`config.mk`:
```
export PLATFORM = sky130hd
export DESIGN_NAME = cond_unit
export DESIGN_NICKNAME = d
export VERILOG_FILES = /design/src/rtl/arm_pkg.sv /design/src/rtl/cond_check.sv /design/src/rtl/cond_unit.sv
export SDC_FILE = /design/constraint.sdc
export NUM_CORES = 1
export LEC_CHECK = 0
export ABC_AREA = 1
export CORE_AREA = 5 5 42 44
export DETAILED_ROUTE_END_ITERATION = 12
export DIE_AREA = 0 0 47 49
export PLACE_DENSITY = 0.76
export SETUP_SLACK_MARGIN = 0.1
export SLEW_MARGIN = 40
export SYNTH_ARGS = -nofsm -noshare
export SYNTH_HDL_FRONTEND = slang
export SYNTH_SLANG_ARGS = --single-unit
export TNS_END_PERCENT = 1
```
`constraint.sdc`:
```
create_clock -name clk -period 3.8 [get_ports clk]
set_clock_uncertainty 0.2 [all_clocks]
set_input_delay 0.95 -clock clk [delete_from_list [all_inputs] [get_ports clk]]
set_output_delay 0.95 -clock clk [all_outputs]
set_load 0.03 [all_outputs]
```
`src/rtl/arm_pkg.sv`:
```
// Shared ARM core definitions: condition codes, NZCV bit positions, FlagW fields.
package arm_pkg;

  localparam int unsigned FLAGS_W = 4;
  localparam int unsigned COND_W  = 4;

  // Condition-field encodings (instruction bits [31:28])
  localparam logic [COND_W-1:0] COND_EQ = 4'h0;
  localparam logic [COND_W-1:0] COND_NE = 4'h1;
  localparam logic [COND_W-1:0] COND_CS = 4'h2;
  localparam logic [COND_W-1:0] COND_CC = 4'h3;
  localparam logic [COND_W-1:0] COND_MI = 4'h4;
  localparam logic [COND_W-1:0] COND_PL = 4'h5;
  localparam logic [COND_W-1:0] COND_VS = 4'h6;
  localparam logic [COND_W-1:0] COND_VC = 4'h7;
  localparam logic [COND_W-1:0] COND_HI = 4'h8;
  localparam logic [COND_W-1:0] COND_LS = 4'h9;
  localparam logic [COND_W-1:0] COND_GE = 4'hA;
  localparam logic [COND_W-1:0] COND_LT = 4'hB;
  localparam logic [COND_W-1:0] COND_GT = 4'hC;
  localparam logic [COND_W-1:0] COND_LE = 4'hD;
  localparam logic [COND_W-1:0] COND_AL = 4'hE;
  localparam logic [COND_W-1:0] COND_NV = 4'hF;

  // Bit positions within {N,Z,C,V}
  localparam int unsigned FLAG_N = 3;
  localparam int unsigned FLAG_Z = 2;
  localparam int unsigned FLAG_C = 1;
  localparam int unsigned FLAG_V = 0;

  // FlagW fields: bit 1 enables the NZ update, bit 0 enables the CV update
  localparam int unsigned FLAGW_W     = 2;
  localparam int unsigned FLAGW_NZ_BIT = 1;
  localparam int unsigned FLAGW_CV_BIT = 0;

endpackage

```
`src/rtl/cond_check.sv`:
```
// Pure combinational evaluation of an ARM condition field against NZCV.
module cond_check
  import arm_pkg::*;
(
  input  logic [COND_W-1:0]  Cond,
  input  logic [FLAGS_W-1:0] Flags,
  output logic               pass
);

  logic n, z, c, v;

  // Split out the individual flags for readability of the table
  always_comb begin
    n = Flags[FLAG_N];
    z = Flags[FLAG_Z];
    c = Flags[FLAG_C];
    v = Flags[FLAG_V];
  end

  // Condition table; the reserved 1111 encoding never passes
  always_comb begin
    pass = 1'b0;
    case (Cond)
      COND_EQ: pass = z;
      COND_NE: pass = ~z;
      COND_CS: pass = c;
      COND_CC: pass = ~c;
      COND_MI: pass = n;
      COND_PL: pass = ~n;
      COND_VS: pass = v;
      COND_VC: pass = ~v;
      COND_HI: pass = c & ~z;
      COND_LS: pass = ~c | z;
      COND_GE: pass = ~(n ^ v);
      COND_LT: pass = n ^ v;
      COND_GT: pass = ~z & ~(n ^ v);
      COND_LE: pass = z | (n ^ v);
      COND_AL: pass = 1'b1;
      COND_NV: pass = 1'b0;
      default: pass = 1'b0;
    endcase
  end

endmodule

```
`src/rtl/cond_unit.sv`:
```
// Conditional-execution unit: holds NZCV, gates decoder write/branch requests.
module cond_unit
  import arm_pkg::*;
#(
  parameter logic [3:0] FLAG_RESET = 4'b0000
) (
  input  logic                clk,
  input  logic                reset,
  input  logic [COND_W-1:0]   Cond,
  input  logic [FLAGS_W-1:0]  ALUFlags,
  input  logic [FLAGW_W-1:0]  FlagW,
  input  logic                PCS,
  input  logic                RegW,
  input  logic                MemW,
  input  logic                NoWrite,
  input  logic                Stall,
  output logic                PCSrc,
  output logic                RegWrite,
  output logic                MemWrite,
  output logic                CondEx,
  output logic [FLAGS_W-1:0]  Flags
);

  logic [1:0] nz_q, nz_d;
  logic [1:0] cv_q, cv_d;
  logic       cond_pass;

  assign Flags = {nz_q, cv_q};

  // Condition is judged against the committed flags only
  cond_check u_cond_check (
    .Cond  (Cond),
    .Flags (Flags),
    .pass  (cond_pass)
  );

  // Gated datapath enables; a stall kills every architectural effect
  always_comb begin
    CondEx   = cond_pass & ~Stall;
    PCSrc    = PCS & CondEx;
    RegWrite = RegW & CondEx & ~NoWrite;
    MemWrite = MemW & CondEx;
  end

  // Next flag values: each field updates independently, only when the instruction executes
  always_comb begin
    nz_d = nz_q;
    cv_d = cv_q;
    if (FlagW[FLAGW_NZ_BIT] && CondEx) nz_d = ALUFlags[FLAG_N:FLAG_Z];
    if (FlagW[FLAGW_CV_BIT] && CondEx) cv_d = ALUFlags[FLAG_C:FLAG_V];
  end

  // Flag register; reset wins over any pending update
  always_ff @(posedge clk) begin
    if (reset) begin
      nz_q <= FLAG_RESET[FLAG_N:FLAG_Z];
      cv_q <= FLAG_RESET[FLAG_C:FLAG_V];
    end else begin
      nz_q <= nz_d;
      cv_q <= cv_d;
    end
  end

endmodule

```
==> summary.md <==
| Metric | Value |
|---|---|
| Outcome | `completed` |
| Pre-CTS setup slack | `0.0223 ns` |
| YS warnings | `0` |
| Starting density of the core | `0.340` |
| First-pass GRT wire length | `1920 um` |
| WL/cell | `8.90 um` |
| Final setup viols | `0` |
| DR pass1 iterations | `4` |
| CTS sink cnt | `4` |
| Syn_area_per_cell | `5.81 um^2` |
| Die Width | `47 um` |
| IO buf count | `24` |
| Worst-Skew Late Latency | `0.24 ns` |
| Post-synth top area cell | `dfxtp_1` |
| Final hold violations | `0` |
| Synthesized cell area | `477 um^2` |
| Worst setup path startpoint | `Cond[3]` |
| Post-synth top area share | `0.168` |
| Hold depth | `4` |
| Syn_nets | `99` |
| Crit path largest cell delay | `0.46 ns` |
| RSZ-0062 raised after global routing | `no` |
| Setup_tns | `0 ns` |
| Crit-path cells | `clkdlybuf4s50_1 > nor2_1 > nand2_1 > o22ai_2 > inv_2 > nand2_4 > nand2_2 > inv_2 > nand2_2 > nor2_2 > buf_4` |
| Core area | `1400 um^2` |
| Area Overhead vs Synth | `57.5%` |
| R2R cell count | `14` |
| Total routed wirelength | `1120 um` |
| Commonest cells post-synth | `nand2_1, inv_1, nor2_1` |
| Pleak | `0.000382 uW` |
| Number of setup buffers added after CTS | `0` |
| Max-slew violation count | `0` |
| Initial antenna violation count | `0` |
| Boundary Pins | `25` |
| Slowest-stage cell, CP | `clkdlybuf4s50_1` |
| Crit path DAT | `2.35 ns` |
| Std-Cell Rows | `14` |
| DRT iter0 DRCs | `4` |
| Post-synth EDFFs | `0` |
| Sequential share of the synthesized area | `0.168` |
| Max-Cap Viols | `0` |
| Fin nets | `129` |
| Final worst slack | `0.300 ns` |
| Count of cell types in the netlist | `18` |
| Die Ht | `49 um` |
| Pin count of the biggest net entering global routing | `8` |
| Final core utilization | `0.536` |
| H-Tree Depth | `1` |
| Fillcell total | `161` |
| Max FO, Critical Path | `3` |
| Hold Path Class | `flop to flop` |
| DP Wirelength | `998 um` |
| CTS tree | `done` |
| Crit Path Category | `input pin to output pin` |
| Worst vdd ir | `0.256 mV` |
| Slew @ Worst Pin | `0.334 ns` |
| Crit path capture type | `output pin` |
| Crit start category | `input pin` |
| Placed cell area | `731 um^2` |
| Root buffer cell | `clkbuf_4` |
| #FFs+latches synth | `4` |
| Top_reg_cell synth | `dfxtp_1` |
| Design Area, Final | `751 um^2` |
| Top-count cell post-synth | `nand2_1` |
| Final min period | `3.50 ns` |
| Pwr/cell area | `255 nW/um^2` |
| Number of global-route vias before repair | `537` |
| CTS buffer count | `3` |
| DRC | `0` |
| Critical path required time | `2.65 ns` |
| Final Cycle Share | `0.921` |
| Final antenna-violating net count | `0` |
| Routability cong. | `0.816` |
| Synth area leaders | `dfxtp_1, nand2_1, inv_1, nor2_2, nand4_1` |
| Max Fclk | `0.286 GHz` |
| Clock slew seen by the registers of the worst setup and hold paths | `0.04 ns` |
| Clk buf depth | `2` |
| Post-synth ARST share | `0` |
| Worst R2R Start | `cv_q[0]` |
| Cells after Synth | `82` |
| # diodes | `0` |
| Routed vias | `557` |
| Post-DR vias/cell | `4.42` |
| Grt ovf | `0` |
| Slew Limit Headroom | `0.777` |
| Hold_sp | `cv_q[1]` |
| All-Layer GR Usage | `0.109` |
| DIE AREA | `2300 um^2` |
| Share of post-route cells with drive strength above 1 | `0.273` |
power breakdown:
part	total (uW)	leakage, uW	internal, uW	switching [uW]
combinational	89.6	0.000335	41.2	48.4
clock	53.3	0.0000138	35.4	17.9
sequential	48.6	0.0000327	45.3	3.38
flip-flops by register name, summed over array words and instances, names as in the netlist:
register / flops
nz_q: 2
cv_q: 2
layer usage:
metal | up-vias | wire length, um | GRT usage
met5 | - | 0 | 0
met4 | 0 | 11 | 0.0599
met3 | 2 | 80 | 0.0295
met2 | 15 | 582 | 0.181
met1 | 237 | 447 | 0.119
li1 | 303 | - | -
critical path, delay by kind of cell:
family | cells | cell delay [ns]
buffers and inverters | 4 | 0.74
AND/OR/NAND/NOR | 6 | 0.48
AO/OA/AOI/OAI | 1 | 0.18
repair_timing:
item	CTS	global route
hold buffers	0	0
gates resized for setup	2	1
endpoints found under the setup margin	3	1
final timing paths:
path         endpoint  slack (ns)
max          RegWrite        0.30
min           cv_q[1]        0.38
max reg2reg   nz_q[1]        2.09
min reg2reg   cv_q[1]        0.38
metrics by stage:
stage | instances | hold WS (ns) | total power [uW]
after CTS | 126 | 0.383 | 194
after global routing | 126 | 0.433 | 206
after global placement | 123 | 0.368 | 138
final | 126 | 0.377 | 192
after detailed placement | 123 | 0.375 | 140
after floorplan | 82 | 0.485 | 103
placed cells by master (no fill, tap or decap), types with 3 or more instances in the layout:
master,instances
a21oi_1,3
buf_4,6
clkdlybuf4s50_1,18
nand4_1,5
inv_2,4
nand2_2,4
inv_1,16
nor2_2,6
nand2_1,20
nand3_1,4
clkbuf_4,3
dfxtp_1,4
nor2_1,7
final cells by class:
cell class	instances	area [um^2]	share of cell area
clock buffer	3	22.5	0.0300
inverter	21	81.3	0.108
multi-input combinational	56	304	0.405
sequential	4	80.1	0.107
tap	16	20.0	0.0267
timing repair buffer	26	243	0.323
kinds of logic (layout without fill, tap and decap cells):
family	after synthesis	count (layout)	synth area share
XOR/XNOR	1	1	0.0341
flip-flops	4	4	0.168
AO/OA/AOI/OAI	6	6	0.0866
AND/OR/NAND/NOR	49	49	0.517
buffers and inverters	22	50	0.194
No activity file was read; power rests on OpenSTA's default activity.
